===== config.mk =====
export PLATFORM = sky130hd
export DESIGN_NAME = serial_frame_tx
export DESIGN_NICKNAME = d
export VERILOG_FILES = /design/src/rtl/serial_pkg.sv /design/src/rtl/serial_frame_tx_mux8x1.sv /design/src/rtl/serial_frame_tx.sv
export SDC_FILE = /design/constraint.sdc
export NUM_CORES = 1
export LEC_CHECK = 0
export ABC_AREA = 1
export BUFFER_PORTS_ARGS = -buffer_cell sky130_fd_sc_hd__buf_2
export CORE_MARGIN = 2
export CORE_UTILIZATION = 36
export DETAILED_ROUTE_END_ITERATION = 8
export GPL_ROUTABILITY_DRIVEN = 0
export GPL_TIMING_DRIVEN = 0
export PLACE_DENSITY = 0.65
export SLEW_MARGIN = 0
export SYNTH_ARGS = -nofsm -noshare
export SYNTH_HDL_FRONTEND = slang
export SYNTH_SLANG_ARGS = --single-unit

===== constraint.sdc =====
create_clock -name clk -period 1.7 [get_ports clk]
set_clock_uncertainty 0.1 [all_clocks]
set_input_delay 0.17 -clock clk [delete_from_list [all_inputs] [get_ports clk]]
set_output_delay 0.17 -clock clk [all_outputs]
set_load 0.01 [all_outputs]

===== src/rtl/serial_pkg.sv =====
// Shared types and constants for the serial frame transmitter.
// SERIAL_FRAME_TX_PARITY_EN adds the PARITY state to the state encoding.
package serial_pkg;

    localparam int unsigned SEL_W   = 3;
    localparam int unsigned DATA_W  = 8;
    localparam logic        TX_IDLE = 1'b1;

`ifdef SERIAL_FRAME_TX_PARITY_EN
    typedef enum logic [2:0] {
        IDLE,
        START,
        DATA,
        PARITY,
        STOP
    } state_t;
`else
    typedef enum logic [1:0] {
        IDLE,
        START,
        DATA,
        STOP
    } state_t;
`endif

endpackage


===== src/rtl/serial_frame_tx_mux8x1.sv =====
// Gate-level 8:1 multiplexer: Y = D[S], built as an AND-OR tree of decoded terms.
module mux8x1
    import serial_pkg::*;
(
    input  logic [DATA_W-1:0] D,
    input  logic [SEL_W-1:0]  S,
    output logic              Y
);

    logic [DATA_W-1:0] term;

    // One product term per data input, enabled when S matches its index.
    for (genvar i = 0; i < DATA_W; i++) begin : g_term
        localparam logic [SEL_W-1:0] IDX = SEL_W'(i);
        assign term[i] = D[i] & ~(|(S ^ IDX));
    end

    assign Y = |term;

endmodule


===== src/rtl/serial_frame_tx.sv =====
// Parallel-to-serial frame transmitter: start bit, 8 data bits through mux8x1,
// optional even parity bit, then STOP_BITS stop bits, one bit per tick_en period.
// Build option: define SERIAL_FRAME_TX_PARITY_EN to insert the parity bit.
module serial_frame_tx
    import serial_pkg::*;
#(
    parameter int unsigned MSB_FIRST = 0,
    parameter int unsigned STOP_BITS = 1
) (
    input  logic              clk,
    input  logic              rst_n,
    input  logic [DATA_W-1:0] din,
    input  logic              din_valid,
    output logic              din_ready,
    input  logic              tick_en,
    output logic [SEL_W-1:0]  sel,
    output logic              tx,
    output logic              busy,
    output logic              done
);

    localparam logic [SEL_W-1:0] SEL_FIRST = (MSB_FIRST != 0) ? '1 : '0;
    localparam logic [SEL_W-1:0] SEL_LAST  = (MSB_FIRST != 0) ? '0 : '1;
    // Adding all-ones steps the select down by one (modular arithmetic).
    localparam logic [SEL_W-1:0] SEL_STEP  = (MSB_FIRST != 0) ? '1 : SEL_W'(1);
    localparam logic [1:0]       STOP_LAST = 2'(STOP_BITS - 1);

    state_t            state;
    state_t            state_d;
    logic [DATA_W-1:0] hold;
    logic [1:0]        stop_cnt;
    logic              done_q;
    logic              mux_y;

    mux8x1 u_mux (
        .D (hold),
        .S (sel),
        .Y (mux_y)
    );

    // State register.
    always_ff @(posedge clk or negedge rst_n) begin
        if (!rst_n) begin
            state <= IDLE;
        end else begin
            state <= state_d;
        end
    end

    // Next-state logic; tick_en only advances the frame once it is past IDLE.
    always_comb begin
        state_d = state;
        unique case (state)
            IDLE:  if (din_valid) state_d = START;
            START: if (tick_en) state_d = DATA;
`ifdef SERIAL_FRAME_TX_PARITY_EN
            DATA:   if (tick_en && (sel == SEL_LAST)) state_d = PARITY;
            PARITY: if (tick_en) state_d = STOP;
`else
            DATA:   if (tick_en && (sel == SEL_LAST)) state_d = STOP;
`endif
            STOP:  if (tick_en && (stop_cnt == STOP_LAST)) state_d = IDLE;
            default: state_d = IDLE;
        endcase
    end

    // Datapath registers: word hold, bit select, stop-bit counter, done pulse.
    always_ff @(posedge clk or negedge rst_n) begin
        if (!rst_n) begin
            hold     <= '0;
            sel      <= SEL_FIRST;
            stop_cnt <= '0;
            done_q   <= 1'b0;
        end else begin
            done_q <= (state == STOP) && (state_d == IDLE);

            if ((state == IDLE) && din_valid) begin
                hold <= din;
            end

            if ((state == DATA) && tick_en && (sel != SEL_LAST)) begin
                sel <= sel + SEL_STEP;
            end else if ((state_d == IDLE) || ((state == START) && tick_en)) begin
                sel <= SEL_FIRST;
            end

            if (state == STOP) begin
                if (tick_en) begin
                    stop_cnt <= stop_cnt + 2'd1;
                end
            end else begin
                stop_cnt <= '0;
            end
        end
    end

    // Outputs decoded from registered state only.
    always_comb begin
        din_ready = (state == IDLE);
        busy      = (state != IDLE);
        tx        = TX_IDLE;
        unique case (state)
            START:  tx = 1'b0;
            DATA:   tx = mux_y;
`ifdef SERIAL_FRAME_TX_PARITY_EN
            PARITY: tx = ^hold;
`endif
            default: tx = TX_IDLE;
        endcase
    end

    assign done = done_q;

endmodule


# After elaboration in Yosys (flattened, before gate mapping)
# Index checks and enable logic that the tools add are counted.
[totals]
reg_bits = 16
input_bits = 12
[classes]
bitwise = 23
eq_ne = 6
n_reduce_logical = 22
add_sub_neg = 2
muxes = 10
[op_table]
columns = ["cell", "count"]
rows = [
  ["$reduce_or A3 Y1", 8],
  ["$mux W2", 6],
  ["$not A1 Y1", 11],
  ["$and A1 B1 Y1", 8],
  ["$pmux W2 S4", 1],
  ["$reduce_or A8 Y1", 1],
  ["$logic_and A1 B1 Y1", 7],
  ["$logic_not A2 Y1", 3],
  ["$mux W3", 2],
  ["$not A2 Y2", 3],
  ["$eq A2 B2 Y1 const B", 2],
  ["$reduce_bool A2 Y1", 2],
  ["$add A3 B1 Y3 const B", 1],
  ["$eq A3 B3 Y1 const B", 1],
  ["$ne A3 B3 Y1 const B", 1],
  ["$not A3 Y3", 1],
  ["$add A2 B1 Y2 const B", 1],
  ["$eq A2 B1 Y1 const B", 1],
  ["$ne A2 B2 Y1 const B", 1],
  ["$pmux W1 S2", 1],
  ["$logic_or A1 B1 Y1", 1],
]

# Logic depth before layout (Yosys ltp)
# Gate-level depths: netlist of run 1.
[logic_depth]
depth_word = 8
mapped_depth = 10

# Cells and area by module
# From an unflattened synthesis of run 1, not the netlist that was laid out.
[unflattened]
cells_unflattened = 111
hier_area_um2 = 884.6
[by_module_without_submodules]
columns = ["mod", "area_per_inst_um2", "cells_per_inst", "instances", "seq_area_each_um2"]
rows = [
  ["serial_frame_tx", 790.8, 90, 1, 400.4],
  ["mux8x1", 93.8, 21, 1, 0.0],
]

# Worst setup path after synthesis of run 1
# No wires, ideal clock.
[synth_path]
path_kind = "register to register"
startpoint = "reg sel[0]"
endpoint = "reg sel[0]"
required_ns = 1.482
path_slack_ns = 0.134
t_arrival_ns = 1.348
path_stages_with_launch = 11
period_less_slack_ns = 1.566
path_buffers = 0
cell_sequence = "dfrtp_1 > ha_1 > ha_1 > nand2_1 > nand2_1 > nand2_1 > nand2_1 > inv_2 > nand3_2 > nand3_1 > nand2_1"
[synth_via]
elab_chain_cells = 7
elab_cells_between_ends = 11
classes_between = "add/sub: 1; eq/ne: 2; mux: 3; reduce/logical: 5"
[synth_lines]
columns = ["item", "line_no", "source"]
rows = [
  ["from (decl)", "serial_frame_tx.sv:16", "output logic [SEL_W-1:0] sel,"],
  ["from (signal assigned)", "serial_frame_tx.sv:82", "sel <= sel + SEL_STEP;"],
  ["$eq A3 B3 Y1", "serial_frame_tx.sv:60", "DATA: if (tick_en && (sel == SEL_LAST)) state_d = STOP;"],
  ["$logic_and A1 B1 Y1", "serial_frame_tx.sv:60", ""],
  ["$mux W2", "serial_frame_tx.sv:60", ""],
  ["$pmux W2 S4", "serial_frame_tx.sv:53", "unique case (state)"],
  ["$logic_not A2 Y1", "serial_frame_tx.sv:83", "end else if ((state_d == IDLE) || ((state == START) && tick_en)) begin"],
  ["$logic_or A1 B1 Y1", "serial_frame_tx.sv:83", ""],
  ["$reduce_bool A2 Y1 (no source line)", "-", ""],
]
# Parallel ways exist; a longest one is shown, timed or not.
# A chain may end at the register's enable or synchronous reset.

# Worst setup path in the final report of run 1
[layout_path]
startpoint = "reg sel[0]"
endpoint = "out tx"
[layout_via]
elab_chain_cells = 6
elab_cells_between_ends = 30
classes_between = "mux: 1; bitwise: 20; reduce/logical: 9"
[layout_lines]
columns = ["item", "line_no", "source"]
rows = [
  ["$not A1 Y1 (no source line), or another cell as far along", "-", ""],
  ["$reduce_or A3 Y1", "serial_frame_tx_mux8x1.sv:15", "assign term[i] = D[i] & ~(|(S ^ IDX));"],
  ["$not A1 Y1", "serial_frame_tx_mux8x1.sv:15", ""],
  ["$and A1 B1 Y1", "serial_frame_tx_mux8x1.sv:15", ""],
  ["$reduce_or A8 Y1 (*)", "serial_frame_tx_mux8x1.sv:18", "assign Y = |term;"],
  ["$pmux W1 S2 (*)", "serial_frame_tx.sv:102", "unique case (state)"],
  ["to (decl)", "serial_frame_tx.sv:17", "output logic tx,"],
]
# Every way passes the cells marked *; elsewhere a longest branch is shown, timed or not.

==> impl_metrics.tcl, run 1 <==
set metrics [dict create \
    finalNonFillerCells 150 \
    yosys.area.top_type "dfrtp_1" \
    power.leakage_nw 0.5812 \
    fin_nets 141 \
    track_usage 0.1504 \
    ioPinCount 19 \
    reg2reg_depth 11 \
    dp_hpwl_um 1223 \
    violations "negative setup slack" \
    synth-async-reset-ratio 1.000 \
    path_class "reg2out" \
    die_x_um 52.69 \
    synth_edf_count 0 \
    combPwrFrac 0.488 \
    start_util 0.3821 \
    setup_viol 1 \
    hp-class "in2reg" \
    crit_slowest_cell "dfrtp_2" \
    cts_buffers 3 \
    cts.path.max_buffers 2 \
    drt_iter0_drc 6 \
    yosysTopAreaCellShare 0.4692 \
    path_cells "inv_4, ha_4, nand2_1, nand3_1, a21oi_2, a21oi_1, buf_2" \
    fin_crit_ns 1.853 \
    clkTransAtPathRegs_ns 0.10 \
    synthTopCellsByCount "nand2_1 (21), dfrtp_1 (16), inv_1 (10), mux2_2 (8)" \
    seqCellArea_um2 402.9 \
    pre_cts_slack_ns 0.05263 \
    maxSlewHeadroom 0.7637 \
    hold_viol 0 \
    area_growth_pct 39.44 \
    core_area_um2 2233 \
    multiInputGateArea_um2 499.2 \
    slowest_delay_ns 0.48 \
    ant_nets 0 \
    synth.avg_cell_area_um2 9.377 \
    critPathRequiredTime_ns 1.43 \
    post-route-util 0.5328 \
    worstSetupStartpointType "flop" \
    ir_worst_vdd_uv 962.5 \
    grt_max_degree 17 \
    synthFlopType "dfrtp_1" \
    drive_gt1_frac 0.4836 \
    place.port_buffers 18 \
    ys_top_cells_by_area "dfrtp_1 (47%), mux2_2 (11%), nand2_1 (9.2%)" \
    drv_cap 0 \
    worst_pin_slew_ns 0.3545 \
    drt_first_pass_iters 2 \
    root_buffer "clkbuf_4" \
    synth_cells 91 \
    synth_nets 109 \
    switching_share 0.4067 \
    pwr_density_cell_nw_per_um2 1552 \
    end_kind "output port" \
    worst-path-buf-inv 2 \
    period_share 1.090 \
    power.total_mw 1.846 \
    fp.dieArea_um2 2776 \
    drc 0 \
    antenna_found_initial 0 \
    viasPerCell 4.833 \
    dpl.cell_count 137 \
    wire_per_inst_um 12.24 \
    htreeDepth 1 \
    grt_pass1_wl_um 3015 \
    cts_sinks 16 \
    path_depth 7 \
    vias 725 \
    netlist-cell-type-count 16 \
    die_y_um 52.69 \
    yosysSeqAreaShare 0.4692 \
    yosys.cell_count.top_type "nand2_1" \
    p_switching_uw 750.9 \
    clkPwrFrac 0.136 \
    crit_arrival_ns 1.58 \
    num-fill-cells 219 \
    internal_power_mw 1.095 \
    yosys_warnings 0 \
    grt_pass1_vias 697 \
    rsz0062_at_grt "true" \
    n_antenna_cell 0 \
    crit_fanout 4 \
    syn_area_um2 853.3 \
    power.share.sequential 0.375 \
    worstSkewPairLatency_ns 0.29 \
    wl_um 1836 \
    max_freq_ghz 0.5396 \
    ys_ff_latch 16 \
    outcome "finished, violations left" \
    finalMaxSlewViolations 0 \
    rows 17 \
    setup_slack_ns -0.1533 \
    grt-ovfl-total 0 \
    tritoncts "done" \
    critPathTopFamily "flip-flops" \
    hold_depth 2 \
]
## final cells by class
cell class,count,share of cell area
flip-flops and latches,16,0.3386
repair buffers,27,0.1399
inverters,12,0.04206
well taps,28,0.02944
multi-input cells,63,0.4196
clock buffers,4,0.03049
## sequential cells by signal, indices dropped and copies added, names as in the netlist
signal,cells
hold,8
state,2
sel,3
stop_cnt,2
done,1
## logic make-up (layout without fill, tap and decap cells)
group,after synthesis,after routing,share of synthesized area
AND/OR/NAND/NOR,41,41,0.2376
flip-flops,16,16,0.4692
buffers and inverters,12,43,0.05279
AO/OA/AOI/OAI,8,8,0.04691
multiplexers,8,8,0.1056
adder cells (fa/ha/maj),6,6,0.08797
## path summary, 6_finish.rpt
check                         from  endpoint  slack, ns
max                         sel[0]        tx      -0.15
min                         din[0]   hold[0]       0.02
max reg2reg                 sel[1]    sel[2]       0.02
min reg2reg                hold[6]   hold[6]       0.41
max in group asynchronous    rst_n    sel[1]       1.01
min in group asynchronous    rst_n  state[1]       0.21
## routing by layer
metal  part of all wire  global-route usage  vias to the layer above  routed length (µm)
met1               0.42              0.1775                      347                 772
met4              0.023             0.05128                        0                  42
met2               0.51              0.2521                       17                 940
met5                  0                   0                        -                   0
met3              0.044             0.05143                        4                  80
li1                   -                   -                      357                   -
## power groups by stage
stage / Combinational, mW / Clock [mW] / Sequential [mW]
after global routing: 1.01 / 0.280 / 0.717
after global placement: 0.670 / 0 / 0.682
final: 0.902 / 0.252 / 0.693
after CTS: 0.783 / 0.262 / 0.684
after floorplan: 0.507 / 0 / 0.663
after detailed placement: 0.693 / 0 / 0.689
## placed cells by master, fill, tap and decap left out
cell type,count
mux2_2,8
ha_1,1
nand2_2,2
inv_1,8
buf_6,1
nand2_1,20
clkbuf_4,3
dfrtp_1,14
buf_2,18
clkbuf_8,1
nand2_4,1
dfrtp_2,2
nand4_1,3
nor2_2,1
nor2_4,2
nor2_1,5
inv_2,2
a21oi_1,4
o21ai_0,3
nand3_2,3
nand3_1,3
inv_4,2
a21oi_2,1
ha_4,5
dlygate4sd3_1,2
buf_4,6
nand3_4,1
## stage by stage
stage	hold WS (ns)	area, µm²	setup TNS, ns
finish	0.01598	1190	-0.1533
global route	0.005085	1190	-0.4802
CTS	0.003866	1114	-0.1043
detailed placement	-0.0001172	978.4	0
global placement	-0.004826	978.4	0
floorplan	-0.2256	853.3	0
## what timing repair did
| action | CTS | global route |
|---|---|---|
| setup buffers | 6 | 1 |
| pin swaps | 3 | 4 |
| gates resized for setup | 11 | 12 |
| cloned | 0 | 0 |
| setup endpoints to repair | 1 | 4 |
| hold buffers | 1 | 1 |
| endpoints found under the hold margin | 16 | 1 |
(Power assumes the default switching activity.)
==> inputs of run 2 (changes only) <==
- GPL_TIMING_DRIVEN: 0 -> default
- clock period: 1.7 -> 2.4 ns (I/O delays scaled with it)
==> impl_metrics.tcl, run 2 (same netlist as run 1, synthesis figures left out) <==
set metrics [dict create \
    outcome "complete, no violations" \
    combPwrFrac 0.443 \
    antenna_found_initial 0 \
    r2r_start "sel[0]" \
    drt_first_pass_iters 4 \
    htreeDepth 1 \
    fin_nets 133 \
    cts_buffers 3 \
    clkPwrFrac 0.123 \
    finalMaxSlewViolations 0 \
    hold_depth 2 \
    largest_reg_flops 8 \
    clkTransAtPathRegs_ns 0.08 \
    reg.largest.list "hold x8, sel x3" \
    tritoncts "done" \
    grt_pass1_wl_um 2773 \
    power.leakage_nw 0.5352 \
    setup_viol 0 \
    ioPinCount 19 \
    cts_hold_buf 1 \
    layout_common_cells "nand2_1 (21), buf_2 (18), dfrtp_1 (16)" \
    min_to "hold[3]" \
    drv_cap 0 \
    rows 17 \
    drive_gt1_frac 0.3274 \
    dp_hpwl_um 1280 \
    grt_pass1_vias 666 \
    wire_per_inst_um 11.40 \
    core_area_um2 2233 \
    reg2reg_slack_ns 0.75 \
    ctsResizeCount 0 \
    critPathRequiredTime_ns 2.06 \
    pre_cts_slack_ns 0.7169 \
    period_share 0.8333 \
    pwr_density_cell_nw_per_um2 1090 \
    end_kind "output port" \
    top_register "hold" \
    wl_um 1608 \
    setup_slack_ns 0.4000 \
    fin_tns_setup_ns 0 \
    path_class "reg2out" \
    root_buffer "clkbuf_4" \
    rsz0062_at_grt "false" \
    worst_pin_slew_ns 0.3654 \
    p_switching_uw 442.3 \
    cts_setup_buffers 0 \
    cts.path.max_buffers 2 \
    internal_power_uw 660.0 \
    hold_viol 0 \
    worstSetupStartpointType "flop" \
    drc 0 \
    max_freq_ghz 0.5000 \
    start_util 0.3821 \
    worstSkewPairLatency_ns 0.28 \
    fin_crit_ns 2.000 \
    place.port_buffers 18 \
    ant_nets 0 \
    fp.dieArea_um2 2776 \
    cts_sinks 16 \
    viasPerCell 4.681 \
    hold_path_startpoint "din[3]" \
    r2r-end "sel[2]" \
    grt-ovfl-total 0 \
    ir_worst_vdd_uv 525.9 \
    n_antenna_cell 0 \
    maxSlewHeadroom 0.7564 \
    hp-class "in2reg" \
    crit_fanout 7 \
    die_y_um 52.69 \
    switching_share 0.4013 \
    drt_iter0_drc 14 \
    final_common_cell "nand2_1" \
    crit_arrival_ns 1.66 \
    reg2reg_depth 10 \
    vias 660 \
    die_x_um 52.69 \
    area_growth_pct 18.48 \
    whs_ns 0.08429 \
    track_usage 0.1412 \
    power.share.sequential 0.434 \
    grt_max_degree 17 \
]
[run 2: changes by cell type in the layout (fill, tap and decap cells not counted), moves of 3 or more]
cell	delta
nand3_1	+3
ha_1	+5
ha_4	-5
buf_4	-6
[run 2: worst max-delay path, stage by stage, from the launching register on]
cell	delay, ns
dfrtp_1	0.45
ha_1	0.23
ha_1	0.23
nand2_1	0.08
nand2_1	0.05
a21oi_1	0.13
a21oi_1	0.08
buf_2	0.14
[run 2: cell type report]
| class | instances | area [µm²] |
|---|---|---|
| Fill cell | 230 | 1222 |
| Multi-Input combinational cell | 63 | 407.9 |
| Sequential cell | 16 | 400.4 |
| Timing Repair Buffer | 19 | 100.1 |
| Inverter | 12 | 45.04 |
| Tap cell | 28 | 35.03 |
| Clock buffer | 3 | 22.52 |
[run 2: worst max-delay path by stage]
stage / startpoint / endpoint / slack, ns / cells past startpoint
3_3_place_gp: sel[0] / tx / 0.74 / 7
3_5_place_dp: sel[0] / tx / 0.72 / 7
4_1_cts: sel[1] / tx / 0.39 / 7
6_report: sel[0] / tx / 0.40 / 7
2_1_floorplan: sel[0] / tx / 0.82 / 6
5_1_grt: sel[0] / tx / 0.29 / 7
[run 2: metal layers]
layer / global-route usage / up-vias / routed length (µm)
li1: - / 342 / -
met3: 0.03143 / 2 / 66
met5: 0 / - / 0
met4: 0.08974 / 0 / 17
met2: 0.2354 / 13 / 805
met1: 0.1611 / 303 / 718
[run 2: metrics by stage]
step / instance area (µm²) / power, mW / utilization / instances
2_1_floorplan: 853.3 / 0.8287 / - / 91
3_5_place_dp: 978.4 / 0.9833 / 0.4381 / 137
6_report: 1011 / 1.102 / 0.4527 / 141
4_1_cts: 1011 / 1.126 / 0.4527 / 141
3_3_place_gp: 978.4 / 0.9650 / 0.4381 / 137
5_1_grt: 1011 / 1.221 / 0.4527 / 141
[run 2: power groups by stage]
stage          sequential, mW  combinational (mW)  clock, mW
2_1_floorplan           0.470               0.359          0
3_3_place_gp            0.480               0.485          0
3_5_place_dp            0.488               0.495          0
4_1_cts                 0.481               0.498      0.146
5_1_grt                 0.498               0.562      0.161
6_report                0.478               0.488      0.135
==> inputs of run 3 (changes only) <==
- ABC_AREA: 1 -> 0
- PLACE_DENSITY: 0.65 -> 0.67
- clock period: 2.4 -> 1.65 ns (I/O delays scaled with it)
==> impl_metrics.tcl, run 3 <==
set metrics [dict create \
    ioPinCount 19 \
    path_class "reg2out" \
    place.port_buffers 18 \
    setup_viol 1 \
    hp-class "in2reg" \
    maxSlewHeadroom 0.7614 \
    drive_gt1_frac 0.3761 \
    whs_ns 0.06529 \
    area_growth_pct 43.20 \
    grt_pass1_wl_um 3042 \
    grt-ovfl-total 0 \
    fin_tns_setup_ns -0.2767 \
    ant_nets 0 \
    die_y_um 51.97 \
    drt_first_pass_iters 4 \
    power.total_mw 1.924 \
    power.leakage_nw 0.5714 \
    synthSimpleGateAreaFrac 0.09668 \
    setup_slack_ns -0.2767 \
    core_area_um2 2191 \
    yosysTopAreaCellShare 0.4834 \
    track_usage 0.1592 \
    critPathRequiredTime_ns 1.38 \
    ys_ff_latch 16 \
    syn_area_um2 828.3 \
    grt_max_degree 17 \
    hold_viol 0 \
    fp.dieArea_um2 2700 \
    cts_sinks 16 \
    worst_pin_slew_ns 0.3579 \
    rsz0062_at_grt "true" \
    largest_reg_flops 8 \
    drv_cap 0 \
    synth_top_family_by_area "multiplexers" \
    synthMuxAreaShare 0.1586 \
    die_x_um 51.97 \
    violations "negative setup slack" \
    fin_crit_ns 1.927 \
    grt_pass1_vias 715 \
    ys_top_cells_by_area "dfrtp_1 (48%), mux2_1 (11%), ha_1 (9.1%)" \
    yosys.area.top_type "dfrtp_1" \
    reg.largest.list "hold x8, sel x3" \
    netlist-cell-type-count 25 \
    viasPerCell 4.818 \
    drc 0 \
    vias 660 \
    final_common_cell "buf_2" \
    crit_fanout 4 \
    synthAdderAreaFrac 0.09063 \
    wire_per_inst_um 12.85 \
    fin_nets 128 \
    pwr_density_cell_nw_per_um2 1622 \
    cts.path.max_buffers 2 \
    crit_arrival_ns 1.66 \
    dp_hpwl_um 1307 \
    yosys_warnings 0 \
    outcome "finished, violations left" \
    rows 17 \
    synth.avg_cell_area_um2 11.50 \
    htreeDepth 1 \
    clkTransAtPathRegs_ns 0.09 \
    synthTopCellsByCount "dfrtp_1 (16), mux2_1 (8), ha_1 (6), inv_1 (6), nand2_1 (6)" \
    synthFlopType "dfrtp_1" \
    synth_edf_count 0 \
    yosys.cell_count.top_type "dfrtp_1" \
    top_register "hold" \
    end_kind "output port" \
    synth_compound_area_frac 0.09970 \
    max_freq_ghz 0.5190 \
    period_share 1.168 \
    antenna_found_initial 0 \
    start_util 0.3781 \
    worstSkewPairLatency_ns 0.29 \
    wl_um 1761 \
    synth_nets 90 \
    drt_iter0_drc 5 \
    synth_cells 72 \
    cts_buffers 3 \
    worstSetupStartpointType "flop" \
    synthXorXnorAreaFrac 0.01057 \
    tritoncts "done" \
    root_buffer "clkbuf_4" \
    finalMaxSlewViolations 0 \
    layout_common_cells "buf_2 (18), dfrtp_1 (15), dlygate4sd3_1 (9)" \
    yosysSeqAreaShare 0.4834 \
    synth-async-reset-ratio 1.000 \
    n_antenna_cell 0 \
    ir_worst_vdd_uv 663.1 \
]
run 3: cell count changes after synthesis, moves of 4 or more:
| cell | change |
|---|---|
| nand2_1 | -15 |
| mux2_1 | +8 |
| mux2_2 | -7 |
| nand3_1 | -6 |
| inv_1 | -4 |
run 3: repair_timing:
item | CTS | global route
cloned | 0 | 0
pin swaps | 1 | 1
setup buffers | 1 | 0
endpoints found under the hold margin | 24 | 0
gates resized for setup | 3 | 0
hold buffers | 9 | 0
setup endpoints to repair | 2 | 2
run 3: per-stage QoR:
stage | cell area (µm²) | std cells | worst slack [ns] | util
floorplan | 849.6 | 72 | 0.02978 | -
global route | 1186 | 137 | -0.3782 | 0.5414
detailed placement | 1036 | 123 | -0.003657 | 0.4729
CTS | 1186 | 137 | -0.2908 | 0.5414
finish | 1186 | 137 | -0.2767 | 0.5414
global placement | 1036 | 123 | 0.02276 | 0.4729
run 3: worst max-delay path: stages (launching register included):
cell and delay, ns:
dfrtp_2 0.45, buf_12 0.14, mux2i_1 0.12, a21oi_1 0.14, and3b_1 0.20, a221oi_2 0.16, buf_2 0.16
run 3: worst paths after layout:
path | startpoint | endpoint | slack [ns] | depth (start not counted)
hold reg to reg | hold[2] | hold[2] | 0.39 | 1
min in group asynchronous | rst_n | stop_cnt[0] | 0.20 | 2
max in group asynchronous | rst_n | sel[0] | 0.97 | 2
setup reg to reg | state[0] | sel[0] | 0.08 | 5
hold / removal | tick_en | done | 0.07 | 3
setup / recovery | sel[0] | tx | -0.28 | 6
run 3: report_power, final:
group          switching [mW]  internal [mW]  total [mW]
clock                   0.128          0.135       0.263
combinational           0.446          0.541       0.987
sequential              0.112          0.562       0.674
run 3: cell families after synthesis:
| group | count (synthesis) |
|---|---|
| compound gates | 12 |
| simple gates | 15 |
| buf+inv | 10 |
| mux | 12 |
| xor+xnor | 1 |
| fa+ha+maj | 6 |
| flops | 16 |
run 3: cell type report:
class | count | area, µm²
Timing Repair Buffer | 36 | 272.8
Multi-Input combinational cell | 46 | 414.1
Sequential cell | 16 | 401.6
Tap cell | 28 | 35.03
Fill cell | 202 | 1005
Inverter | 7 | 26.28
Clock buffer | 4 | 36.28
run 3: layer usage:
| metal | part of all wire | vias to the layer above | track usage | wire, µm |
|---|---|---|---|---|
| li1 | - | 325 | - | - |
| met1 | 0.40 | 309 | 0.1715 | 712 |
| met2 | 0.52 | 22 | 0.2658 | 914 |
| met3 | 0.043 | 4 | 0.03448 | 76 |
| met4 | 0.032 | 0 | 0.1272 | 57 |
| met5 | 0 | - | 0 | 0 |
